--- config.mk ---
export PLATFORM = sky130hd
export DESIGN_NAME = uart_rx_flat
export DESIGN_NICKNAME = d
export VERILOG_FILES = /design/src/rtl/uart_pkg.sv /design/src/rtl/uart_rx_if.sv /design/src/rtl/uart_rx_sync_2ff.sv /design/src/rtl/uart_rx.sv /design/src/flat_wrapper.sv
export SDC_FILE = /design/constraint.sdc
export NUM_CORES = 1
export LEC_CHECK = 0
export BUFFER_PORTS_ARGS = -buffer_cell sky130_fd_sc_hd__buf_2
export CORE_UTILIZATION = 35
export DETAILED_ROUTE_END_ITERATION = 8
export GPL_ROUTABILITY_DRIVEN = 0
export PLACE_DENSITY = 0.52
export SLEW_MARGIN = 20
export SYNTH_ARGS = -nofsm -noshare
export SYNTH_HDL_FRONTEND = slang
export SYNTH_SLANG_ARGS = --single-unit
export TNS_END_PERCENT = 5
--- constraint.sdc ---
create_clock -name clk -period 4.25 [get_ports clk]
set_input_delay 0.425 -clock clk [delete_from_list [all_inputs] [get_ports clk]]
set_output_delay 0.425 -clock clk [all_outputs]
set_load 0.02 [all_outputs]
--- src/rtl/uart_pkg.sv ---
// Shared UART definitions: FSM state encoding, frame constants and bit-timing helpers.
// Used by uart_rx (and uart_tx). Optional receive hold mode is selected by UART_RX_HOLD_EN.
package uart_pkg;

    localparam int unsigned DATA_BITS = 8;
    localparam logic        START_LVL = 1'b0;
    localparam logic        STOP_LVL  = 1'b1;

    typedef enum logic [2:0] {
        S_IDLE   = 3'd0,
        S_START  = 3'd1,
        S_DATA   = 3'd2,
        S_PARITY = 3'd3,
        S_STOP   = 3'd4,
        S_WAIT   = 3'd5
    } uart_state_e;

    // Received byte plus its error flags, updated together on completion
    typedef struct packed {
        logic [DATA_BITS-1:0] data;
        logic                 frame_err;
        logic                 parity_err;
    } uart_rx_result_t;

    // System clocks per bit period (integer division)
    function automatic int unsigned calc_rate(input int unsigned clock_rate,
                                              input int unsigned baud_rate);
        return clock_rate / baud_rate;
    endfunction

    // Clocks from the start edge to the middle of the start bit
    function automatic int unsigned calc_half(input int unsigned clock_rate,
                                              input int unsigned baud_rate);
        return calc_rate(clock_rate, baud_rate) / 2;
    endfunction

endpackage

--- src/rtl/uart_rx_if.sv ---
// Byte-side bus of the UART receiver. master = receiver, slave = byte consumer.
// With UART_RX_HOLD_EN defined the bus adds the ack/overrun handshake.
interface uart_rx_if;
    import uart_pkg::*;

    logic [DATA_BITS-1:0] data;
    logic                 valid;
    logic                 frame_err;
    logic                 parity_err;
    logic                 busy;
`ifdef UART_RX_HOLD_EN
    logic                 ack;
    logic                 overrun;

    modport master (
        output data, valid, frame_err, parity_err, busy, overrun,
        input  ack
    );

    modport slave (
        input  data, valid, frame_err, parity_err, busy, overrun,
        output ack
    );
`else
    modport master (
        output data, valid, frame_err, parity_err, busy
    );

    modport slave (
        input  data, valid, frame_err, parity_err, busy
    );
`endif

endinterface

--- src/rtl/uart_rx_sync_2ff.sv ---
// Two-flop synchronizer for a single asynchronous input, with a selectable reset level
// so the output matches the idle level of the line it guards.
module sync_2ff #(
    parameter logic RESET_VAL = 1'b1
) (
    input  logic clk,
    input  logic rst,
    input  logic d,
    output logic q
);

    logic meta;

    // Two-stage capture; the first stage may go metastable, the second settles it
    always_ff @(posedge clk or negedge rst) begin
        if (!rst) begin
            meta <= RESET_VAL;
            q    <= RESET_VAL;
        end else begin
            meta <= d;
            q    <= meta;
        end
    end

endmodule

--- src/rtl/uart_rx.sv ---
// UART receiver: 1 start, 8 data bits LSB first, optional even parity, 1 stop.
// Samples the synchronized line at mid-bit and reports each byte with error flags.
// Define UART_RX_HOLD_EN to turn valid into a level held until ack, with overrun detect.
module uart_rx
    import uart_pkg::*;
#(
    parameter int unsigned CLOCK_RATE = 100_000_000,
    parameter int unsigned BAUD_RATE  = 115_200,
    parameter int unsigned PARITY     = 1
) (
    input  logic      clk,
    input  logic      rst,
    input  logic      rx,
    uart_rx_if.master bus
);

    localparam int unsigned RATE  = calc_rate(CLOCK_RATE, BAUD_RATE);
    localparam int unsigned HALF  = calc_half(CLOCK_RATE, BAUD_RATE);
    localparam int unsigned WIDTH = $clog2(RATE);
    localparam int unsigned CW    = WIDTH + 1;
    localparam int unsigned IW    = $clog2(DATA_BITS);

    localparam logic [CW-1:0] CNT_BIT  = CW'(RATE - 1);
    localparam logic [CW-1:0] CNT_HALF = CW'(HALF - 1);
    localparam logic [IW-1:0] IDX_LAST = IW'(DATA_BITS - 1);

    logic                 rx_s;
    uart_state_e          state, state_next;
    logic [CW-1:0]        cnt, cnt_next;
    logic [IW-1:0]        idx, idx_next;
    logic [DATA_BITS-1:0] shift, shift_next;
    logic                 par_bit, par_next;
    logic                 done_c;
    uart_rx_result_t      res_c;
    uart_rx_result_t      result;
    logic                 valid;
    logic                 busy;
`ifdef UART_RX_HOLD_EN
    logic                 overrun;
`endif

    sync_2ff #(
        .RESET_VAL (STOP_LVL)
    ) u_sync (
        .clk (clk),
        .rst (rst),
        .d   (rx),
        .q   (rx_s)
    );

    // Frame state, bit timer, bit index and shift register
    always_ff @(posedge clk or negedge rst) begin
        if (!rst) begin
            state   <= S_IDLE;
            cnt     <= '0;
            idx     <= '0;
            shift   <= '0;
            par_bit <= 1'b0;
        end else begin
            state   <= state_next;
            cnt     <= cnt_next;
            idx     <= idx_next;
            shift   <= shift_next;
            par_bit <= par_next;
        end
    end

    // Next-state decode: one sample per bit, taken when the bit timer expires
    always_comb begin
        state_next = state;
        cnt_next   = cnt + CW'(1);
        idx_next   = idx;
        shift_next = shift;
        par_next   = par_bit;
        done_c     = 1'b0;

        unique case (state)
            S_IDLE: begin
                cnt_next = '0;
                if (rx_s == START_LVL) begin
                    state_next = S_START;
                end
            end

            S_START: begin
                if (cnt == CNT_HALF) begin
                    if (rx_s == START_LVL) begin
                        state_next = S_DATA;
                        idx_next   = '0;
                    end else begin
                        state_next = S_IDLE;
                    end
                end
            end

            S_DATA: begin
                if (cnt == CNT_BIT) begin
                    shift_next[idx] = rx_s;
                    idx_next        = idx + IW'(1);
                    if (idx == IDX_LAST) begin
                        state_next = (PARITY != 0) ? S_PARITY : S_STOP;
                    end
                end
            end

            S_PARITY: begin
                if (cnt == CNT_BIT) begin
                    par_next   = rx_s;
                    state_next = S_STOP;
                end
            end

            S_STOP: begin
                if (cnt == CNT_BIT) begin
                    done_c     = 1'b1;
                    state_next = (rx_s == STOP_LVL) ? S_IDLE : S_WAIT;
                end
            end

            S_WAIT: begin
                cnt_next = '0;
                if (rx_s == STOP_LVL) begin
                    state_next = S_IDLE;
                end
            end

            default: begin
                state_next = S_IDLE;
            end
        endcase

        // Timer restarts on every state change and at the end of each bit period
        if ((state_next != state) || (cnt == CNT_BIT)) begin
            cnt_next = '0;
        end
    end

    // Completed-frame payload evaluated at the stop-bit sample
    assign res_c = '{
        data:       shift,
        frame_err:  (rx_s != STOP_LVL),
        parity_err: (PARITY != 0) && (par_bit != ^shift)
    };

    // Registered byte-side outputs
    always_ff @(posedge clk or negedge rst) begin
        if (!rst) begin
            result  <= '0;
            valid   <= 1'b0;
            busy    <= 1'b0;
`ifdef UART_RX_HOLD_EN
            overrun <= 1'b0;
`endif
        end else begin
            busy <= (state_next != S_IDLE);
            if (done_c) begin
                result <= res_c;
            end
`ifdef UART_RX_HOLD_EN
            if (done_c) begin
                valid   <= 1'b1;
                overrun <= valid && !bus.ack;
            end else if (bus.ack) begin
                valid   <= 1'b0;
                overrun <= 1'b0;
            end
`else
            valid <= done_c;
`endif
        end
    end

    assign bus.data       = result.data;
    assign bus.frame_err  = result.frame_err;
    assign bus.parity_err = result.parity_err;
    assign bus.valid      = valid;
    assign bus.busy       = busy;
`ifdef UART_RX_HOLD_EN
    assign bus.overrun    = overrun;
`endif

endmodule
--- src/flat_wrapper.sv ---
// flat-port wrapper written by rule: the top's interface ports become plain ports
module uart_rx_flat import uart_pkg::*;
#(
    parameter int unsigned CLOCK_RATE = 100_000_000,
    parameter int unsigned BAUD_RATE  = 115_200,
    parameter int unsigned PARITY     = 1
)
  (clk, rst, rx, bus_data, bus_valid, bus_frame_err, bus_parity_err, bus_busy);
  uart_rx_if bus_i ();
  input  logic clk;
  input  logic rst;
  input  logic rx;
  output wire logic [$bits(bus_i.data)-1:0] bus_data;
  output wire logic [$bits(bus_i.valid)-1:0] bus_valid;
  output wire logic [$bits(bus_i.frame_err)-1:0] bus_frame_err;
  output wire logic [$bits(bus_i.parity_err)-1:0] bus_parity_err;
  output wire logic [$bits(bus_i.busy)-1:0] bus_busy;
  assign bus_data = bus_i.data;
  assign bus_valid = bus_i.valid;
  assign bus_frame_err = bus_i.frame_err;
  assign bus_parity_err = bus_i.parity_err;
  assign bus_busy = bus_i.busy;
  uart_rx #(.CLOCK_RATE(CLOCK_RATE), .BAUD_RATE(BAUD_RATE), .PARITY(PARITY)) u_core (.clk(clk), .rst(rst), .rx(rx), .bus(bus_i));
endmodule
## Yosys cells after proc, flatten, opt, wreduce, memory -nomap -nowiden

Cells that the tools add are included.
W data, S select, Z words.

- Flip-flop bits (word level): 40
- Bits in latches: 0
- RAM bits: 0
- Memory bits (read-only): 0
- Input bits: 3
- Output and inout port bits: 12
- Word-level logic and storage cells: 61
- Memories kept: 0

- $add $sub $neg: 2
- $mul: 0
- Divide/modulo/power cells: 0
- Magnitude comparators: 2
- Equality and inequality tests: 13
- Shift-type cells: 0
- Mux-type cells: 21
- Bitwise operators: 1
- Reductions and logical operators: 10

Operators with widths:

| kind | count |
|---|---|
| $mux W3 | 11 |
| $mux W11 | 2 |
| $pmux W3 S6 | 1 |
| $add A11 B1 Y11 const B | 1 |
| $eq A11 B10 Y1 const B | 1 |
| $eq A11 B9 Y1 const B | 1 |
| $eq A3 B3 Y1 const B | 3 |
| $bwmux W8 | 1 |
| $reduce_xor A8 Y1 | 1 |
| $eq A3 B2 Y1 const B | 2 |
| $pmux W3 S2 | 1 |
| $lt A3 B4 Y1 const B | 1 |
| $ne A2 B1 Y1 const B | 2 |
| $reduce_and A2 Y1 | 2 |
| $reduce_and A4 Y1 | 1 |
| $add A3 B1 Y3 const B | 1 |
| $demux W1 S3 | 1 |
| $eq A3 B1 Y1 const B | 1 |
| $ge A3 B1 Y1 const B | 1 |
| $logic_not A3 Y1 | 1 |
| $mux W1 | 3 |
| $ne A3 B3 Y1 | 1 |
| $reduce_bool A3 Y1 | 1 |
| $mux W2 | 1 |
| other kinds (7) | 7 |

## Longest topological paths before layout

Gate-level depths: netlist (run 1).

- Depth after elaboration: 7
- Depth in mapped cells: 8

## Hierarchy

From an unflattened synthesis (run 1), not the netlist that was laid out.

- Cell total of the unflattened synthesis: 180
- Area, all modules: 2,020.7 µm²

By module, submodules not included:

| module | times used | cells an instance | area an instance (µm²) |
|---|---|---|---|
| uart_rx | 1 | 178 | 1,968.1 |
| sync_2ff | 1 | 2 | 52.6 |

## Least setup slack after synthesis (run 1)

OpenSTA, ideal clock, no wires.

- Kind: flip-flop to flip-flop
- From: reg u_core.cnt[3]
- To: reg u_core.idx[2]
- Library setup time: 0.125 ns
- Data arrival time: 2.245 ns
- Required time: 4.125 ns
- Slack: 1.880 ns
- Cell stages (with the launch flop): 7
- Path buffers: 1
- Path through: dfrtp_1 > or3_1 > buf_6 > or4_4 > or3_4 > a21oi_4 > mux2_4

- Longest elaborated chain between the ends: 3
- Elaborated cells on any way between the ends: 5

Ends and longest elaborated chain:

| item | RTL line | text |
|---|---|---|
| start: declaration | uart_rx.sv:29 | `logic [CW-1:0] cnt, cnt_next;` |
| start signal: assignment | uart_rx.sv:61 | `cnt <= cnt_next;` |
| $eq A11 B10 Y1 or $eq A11 B9 Y1 (tied branches) | uart_rx.sv:97, uart_rx.sv:86 |  |
| $ne A2 B1 Y1 (no line) | n/a |  |
| $reduce_and A4 Y1 (no line) * | n/a |  |
| end signal: assignment | uart_rx.sv:62 | `idx <= idx_next;` |
| end: declaration | uart_rx.sv:30 | `logic [IW-1:0] idx, idx_next;` |

Mark *: on every way between the ends. The rest lies on a longest branch, timed or not.
A chain may end at the register's enable or synchronous reset.

## Final worst setup path (run 1)

- From: reg u_core.cnt[3]
- To: reg u_core.busy, in the netlist u_core.bus.busy

- Longest elaborated chain between the ends: 4
- Elaborated cells on any way between the ends: 8

Ends and longest elaborated chain:

| item | RTL line | text |
|---|---|---|
| $eq A11 B10 Y1 or $eq A11 B9 Y1 (tied branches) | n/a |  |
| $mux W3, on equally long branches | n/a |  |
| $pmux W3 S6 * | uart_rx.sv:77 | `unique case (state)` |
| $reduce_bool A3 Y1 * | uart_rx.sv:155 | `busy <= (state_next != S_IDLE);` |
| end signal: assignment | uart_rx.sv:155 |  |
| end: declaration | uart_rx.sv:37 | `logic busy;` |

Marks and branches as above.

==> impl_summary.md, run 1 <==
Status
The flow ran to the end, and the final reports show no timing, DRC or antenna violations.

Drt
The count of nets left with antenna violations once routing finished came out at 0. In the routed layout, each cell is associated on average with a via count of 4.95. The number of DRC violations after detailed-routing iteration 0 is 62.

After detailed routing, the total wire length is 3.45 mm. The detailed-router iteration count before antenna repair is 4. The remaining design rule violation count is 0. The detailed-route via count is 1267. In the final routed layout, each cell accounts on average for 13.5 µm.

Timing
The number of hold violations in the final report is 0. The pin slew with the least headroom to its limit is 0.880 ns. For this run, the top clock speed supported by timing is 0.404 GHz.

For the final routed database, the setup TNS stands at 0 ns. Dividing the final minimum period by the clock period gives 58.2%. The worst pin sits at a relative slew slack of 41.3%. The setup violation total in the final timing report is 0. The number of slew-limit violations in the final report is 0. Setup repair after global routing left no endpoint under its margin. For the finished layout, the period the worst path requires is 2.48 ns.

On the final layout, the worst clock skew is 0.00546 ns.

Synthesis
The number of synthesized flops with an enable pin is 0. During synthesis, Yosys emitted a total of 0 warnings. The number of distinct library cells after synthesis is 42. Counting flops with an async set or reset pin after synthesis yields a share of 100%. The synthesized area per cell is 11.6 µm². In the post-synthesis netlist, the biggest area contributors are sky130_fd_sc_hd__dfrtp_1 (48%), sky130_fd_sc_hd__mux2_2 (10%), sky130_fd_sc_hd__xnor2_1 (4.4%). The number of instances in the synthesized netlist is 171.

The post-synth design cell area is between 0.0015 and 0.002 mm². After Yosys synthesis, full adders, half adders and majority gates account for 2.53% of the synthesized area. The post-synth net total is between 150 and 200. After synthesis the netlist holds a flip-flop and latch count of 40. The synthesized netlist devotes 6.96% of its cell area to compound gates. The synthesized netlist devotes 7.97% of its cell area to XOR and XNOR gates. After synthesis, the largest family of logic cells by area is simple AND/OR/NAND/NOR gates.

The share of synthesized area in the top cell type comes to about half. The simple-gate share of the synthesized area is 17.2%. The portion of synthesized area spent on multiplexers is 11.5%. For this run, the leading register cell type out of synthesis is sky130_fd_sc_hd__dfrtp_1.

The fraction of the yosys area taken by sequential cells is 50.8%. The post-synthesis cell type with the largest combined area is sky130_fd_sc_hd__dfrtp_1.

Finish
The count of inserted antenna diode cells is 0. The library cell used most frequently in the layout, excluding fill and tap cells, is sky130_fd_sc_hd__dfrtp_1. In the layout the commonest cells are sky130_fd_sc_hd__dfrtp_1 (38), sky130_fd_sc_hd__mux2_2 (18), sky130_fd_sc_hd__buf_2 (14), sky130_fd_sc_hd__nor2_1 (13), sky130_fd_sc_hd__xnor2_1 (10). The number of fillers in the final layout is around 500. For this run, the post-layout net count is 192. Cells fill 41.6% of the core in the end. Compared with the post-synthesis result, the final layout area differs by 10.9%. With fillers left out, the area of the finished cells amounts to 0.00219 mm². Of the cells placed in the final design, the portion with a size suffix greater than 1 is 26.3%. The count of cells in the finished layout, fillers not included, comes to 256.

Global route
The via count of the first global-routing pass is around 1300. The maximum number of pins on one net before global-route repair is 41. Global routing used 13.2% of the available tracks. The first global-routing pass estimated between 6 and 7 mm of wire. The overflow left after global routing is 0. The number of antenna violations at the first check in global routing is 0.

Critical path
STA classifies the critical path endpoint as a register. The signal on the critical path passes through or3_1 -> nor4_4 -> nor2_1 -> a211oi_2 -> or3b_1. The peak per-stage delay on the critical path is 0.54 ns.

The data required time of the critical path is 4.41 ns. The largest fanout of any net on the critical path is 9. The startpoint class of the critical path is a register. The critical path in this run is classified as register to register.

The data arrival time at the worst-slack endpoint is 2.64 ns. The cell with the largest stage delay on the worst path is sky130_fd_sc_hd__a211oi_2.

Power and ir drop
The internal power of the cells totals 515 µW. Per report_power, the sequential group accounts for between 50% and 60% of the total. The net load switching power is 135 µW.

In this run the power density over the cells is 296 mW/mm². The share of power burned in combinational logic is 1.3%. The largest voltage drop on the vdd net is 0.000147 V.

The share of total power consumed by net switching is 20.7%. The total leakage power is 0.00100 µW. The clock network fraction of total power is 39.5%.

Floorplanning
The starting density of the core is 37.5%. The area of the core is about 0.0053 mm². The site row count is 26.

The horizontal die dimension is 77.2 µm. The height of the die is 77.2 µm. The die area is 0.00595 mm².

The count of pins on the block boundary is 15.

Clock tree
The buffers inserted during post-CTS setup optimization is 0. Clock tree synthesis found a total of 40 sinks. The count of hold buffers inserted by post-cts repair is 0. The count of instances resized after the clock tree is built is 0.

The latest clock arrival within the worst-skew pair is 0.29 ns. The number of buffers added by the clock tree synthesis step is 5. The cell chosen for the clock root is sky130_fd_sc_hd__clkbuf_8. The clock transition at the register clock pins on the worst setup and hold paths after CTS is around 0.07 ns. TritonCTS built the clock tree. The maximum root-to-sink buffer count is 2. The depth of the CTS H-tree is 2.

Place
In this run the tool buffered the top-level ports with 14 buffer cells. Summed over all nets, the half-perimeter wirelength after detailed placement is 2.42 mm. Summing all placed instances gives a cell area of 0.00210 mm². After detailed placement, the design holds a cell count of ~250.

Worst hold path
The class of the worst hold path is input pin to register.

Job
The tool flagged a number of max-cap violations equal to 0.
-- cells in the mapped netlist (all sizes together) (2+ instances only) --
cell and n:
dfrtp 38, clkbuf 5, nand3 8, xnor2 10, buf 2, nor3 4, or4 2, or2 2
a211oi 8, dfstp 2, nor4 2, nand2b 3, nor3b 2, inv 7, nor2 13, or3 2
xor2 8, and3 4, o21ai 3, nand2 8, nand4b 2, mux2 19, nand3b 3, ha 4
-- critical path, delay by kind of cell, from the launching register on --
family	cells	cell delay, ns
flops	1	0.41
compound gates	1	0.54
simple gates	4	1.41
-- flip-flops by register name (all words and copies together) (netlist names), 3 cells and up --
| register | flops |
|---|---|
| u_core.idx | 3 |
| u_core.shift | 8 |
| u_core.state | 3 |
| u_core.bus.data | 8 |
| u_core.cnt | 11 |
-- final timing paths --
| path | startpoint | to | slack, ns | depth (start not counted) |
|---|---|---|---|---|
| min in group asynchronous | rst | u_core.bus.valid | 0.26 | 1 |
| worst max register to register | u_core.cnt[3] | u_core.bus.busy | 1.77 | 5 |
| max in group asynchronous | rst | u_core.par_bit | 3.44 | 1 |
| worst min register to register | u_core.u_sync.meta | u_core.u_sync.q | 0.36 | 0 |
| worst min-delay path | rx | u_core.u_sync.meta | 0.23 | 1 |
| worst max-delay path | u_core.cnt[3] | u_core.bus.busy | 1.77 | 5 |
-- cells by family after synthesis --
logic type,count (synthesis)
xor+xnor,18
compound gates,17
mux,20
simple gates,58
flops,40
fa+ha+maj,4
buf+inv,14
-- area by class of cell --
type | count | area [µm²] | share of cell area, %
clock buffers | 7 | 86.3 | 3.94
clock inverters | 1 | 7.51 | 0.342
inverters | 7 | 26.3 | 1.20
multi-input cells | 117 | 912 | 41.6
flip-flops and latches | 40 | 1000 | 45.8
well taps | 70 | 87.6 | 3.99
repair buffers | 14 | 70.1 | 3.19
-- stage by stage --
stage | hold slack (ns) | power (µW) | setup WS (ns)
after floorplan | 0.129 | 392 | 1.88
after CTS | 0.215 | 667 | 1.77
after global placement | 0.347 | 401 | 1.84
after global routing | 0.211 | 684 | 1.67
final | 0.233 | 649 | 1.77
after detailed placement | 0.347 | 401 | 1.79
-- power by group through the flow --
stage          registers [µW]  clock network (µW)  logic [µW]
4_1_cts                   384                 273        9.18
6_report                  384                 257        8.27
3_3_place_gp              392                   0        8.85
2_1_floorplan             390                   0        1.32
5_1_grt                   385                 289        10.3
3_5_place_dp              392                   0        9.10
-- per-layer routing --
layer / wire, µm / GRT usage (%)
met1: 1700 / 17.4
met2: 1540 / 19.9
met3: 144 / 3.57
met4: 64 / 6.42
met5: 0 / 0
(Power assumes the default switching activity.)
==> run 2: changes to the inputs <==
PLACE_DENSITY = 0.54   (was 0.52)
clock period = 2 ns   (was 4.25 ns; I/O delays follow)
==> run 2 against run 1 <==
The flow now finishes with violations (setup timing). Combinational power grew to 3.6 times the previous value. Setup slack lost 1.9 ns. Total power grew 110%. Highest routed layer unchanged.
==> impl_summary.md, run 2 (same netlist as run 1, synthesis figures left out) <==
Global route
The first global-routing pass estimated 7.00 mm of wire. Across every metal layer, demand over resource in global routing totals ~15%. The via count of the first global-routing pass was 1431. The total overflow left after global routing is 0.

The maximum number of pins on one net before global-route repair is slightly above 40. For this run, global-route usage on met1 was measured as 20.4%. The number of antenna violations at the first check in global routing is 0. Global routing used 4.05% of the available met3 tracks. For met2 alone, demand over resource in global routing was 23.6%. After global routing, the most crowded layer is met2.

Drt
The remaining design rule violation count is 0. The mean routed wirelength per cell is 14.1 µm. After detailed routing, the number of vias per cell comes to 4.94. The aggregate routed wire length is between 4 and 5 mm. The detailed router placed 1407 vias in this run. The count of nets left with antenna violations after detail routing is 0. The first routing iteration left 72 violations. The detailed-router iteration count before antenna repair is 4.

Place
Timing analysis after detailed placement gives a worst setup slack of -0.265 ns. The count of port buffers added during placement is 14. Detailed placement ended at an HPWL of 2.81 mm.

Timing
The number of hold violations in the final report came to 0. For the pin with the worst max-slew slack, the measured transition is 0.426 ns. The final period demand of the worst path is 2.17 ns. Setup slack on the critical path of the routed design comes to -0.171 ns. Setup repair after global routing could not meet its margin everywhere. In the finished design, the share of the clock period the worst path needs comes to 109%.

Static timing analysis puts the maximum clock frequency at 0.461 GHz. The headroom to the max-slew limit is 71.6%. The clock arrives with 0.00865 ns of skew. The final hold slack is 0.360 ns. The setup violation total in the final timing report is 25. The number of slew-limit violations in the final report was 0.

Clock tree
Clock-pin slew was measured on the worst setup and hold paths at 0.07 ns. In this run the deepest clock path goes through 2 buffers. The latest clock arrival within the worst-skew pair is 0.30 ns. TritonCTS built the clock tree. Counting every sink on the clock net gives 40. The cell chosen for the clock root is sky130_fd_sc_hd__clkbuf_8. The number of buffers added by the clock tree synthesis step is 5. The H-tree was split into 2 levels.

Worst hold path
The worst hold path begins at u_core.u_sync.meta. The class of the worst hold path is register to register.

Critical path
The capturing element type of the critical path is a register. For the worst setup path, the data arrival time is roughly 2.4 ns. The largest fanout of any net on the critical path is 3. The data required time of the critical path is 2.18 ns. The most critical setup path has its startpoint at u_core.cnt[3]. The worst setup path is launched from a register. The critical register-to-register path startpoint is u_core.cnt[3]. The classification of the worst setup path is register to register.

Job
The max capacitance violation total is 0.

Floorplanning
The site row count is 26. The count of pins on the block boundary is 15. The starting density of the core is 37.5%. The core region is 0.00527 mm². The floorplan step set the die height to 77.2 µm. From left edge to right edge, the die measures 77.2 µm. The die area is 0.00595 mm².

Power and ir drop
The sum of internal, switching and leakage power is roughly 1400 µW. Summed over all cells, the static leakage comes to 0.00118 µW. IR analysis of the VDD net gives a maximum drop of 0.000278 V. Dividing total power by cell area gives a power density of 544 mW/mm².

Status
The checks that failed: setup timing. The run finished, with violations left.

Finish
In the layout the commonest cells are sky130_fd_sc_hd__dfrtp_1 (38), sky130_fd_sc_hd__buf_4 (25), sky130_fd_sc_hd__mux2_2 (18), sky130_fd_sc_hd__buf_2 (14). The total area of multi-input combinational cells is 0.00101 mm². The register with the most flip-flops in the layout has 11 of them. The most common library cell in the layout ignoring fill and taps is sky130_fd_sc_hd__dfrtp_1. The share of layout cells above drive strength 1 is a little under half. In the final layout, flip-flops and latches occupy 0.00100 mm². The final layout net count is 221. The register with the most flip-flops is u_core.cnt. The signed area change from the synthesized netlist to the final layout is 27.5%. Counting the fill cells in the layout gives 509. The count of inserted antenna diode cells is 0.
[run 2: per-layer routing]
metal	up-vias	wire length (µm)
li1	687	-
met1	686	1920
met4	0	72
met2	28	1900
met3	6	130
met5	-	0
[run 2: report_power, final]
group / switching, µW / leakage [µW] / internal (µW) / total [µW]
registers: 2.10 / 0.000532 / 812 / 814
clock network: 284 / 0.0000479 / 243 / 527
logic: 19.8 / 0.000600 / 9.77 / 29.6
total: 306 / 0.00118 / 1060 / 1370
[run 2: layout make-up]
cell class	instances	area share [%]
inverter	7	1.04
multi-input combinational	117	40.0
clock buffer	5	2.73
timing repair buffer	43	12.3
clock inverter	3	0.744
sequential	40	39.8
tap	70	3.47
[run 2: metrics by stage]
stage	TNS [ns]	area [µm²]	std cells	utilization, %
detailed placement	-4.72	2300	273	43.6
global placement	-3.68	2300	273	43.6
floorplan	-2.87	1980	171	-
CTS	-2.66	2470	284	46.8
finish	-1.93	2520	285	47.8
global route	-4.30	2520	285	47.8
[run 2: worst paths after layout]
| kind | to | slack [ns] | cells after the start |
|---|---|---|---|
| worst max-delay path | u_core.idx[2] | -0.17 | 5 |
| worst min-delay path | u_core.u_sync.q | 0.36 | 0 |
| worst max register to register | u_core.idx[2] | -0.17 | 5 |
| worst min register to register | u_core.u_sync.q | 0.36 | 0 |
| max in group asynchronous | u_core.u_sync.q | 1.34 | 3 |
| min in group asynchronous | u_core.bus.busy | 0.40 | 3 |
[run 2: critical path, stage by stage, from the launching register on]
cell and delay [ns]:
sky130_fd_sc_hd__dfrtp_1 0.38, sky130_fd_sc_hd__or3_4 0.38, sky130_fd_sc_hd__or4_4 0.49, sky130_fd_sc_hd__or3_4 0.35
sky130_fd_sc_hd__a21oi_4 0.15, sky130_fd_sc_hd__mux2_4 0.30
[run 2: timing repair]
item / in CTS / in global routing
resized for setup: 12 / 11
pin swaps: 11 / 5
endpoints found under the hold margin: 39 / 0
hold buffers: 2 / 0
setup buffers: 1 / 1
endpoints found under the setup margin: 31 / 32
cloned: 0 / 0
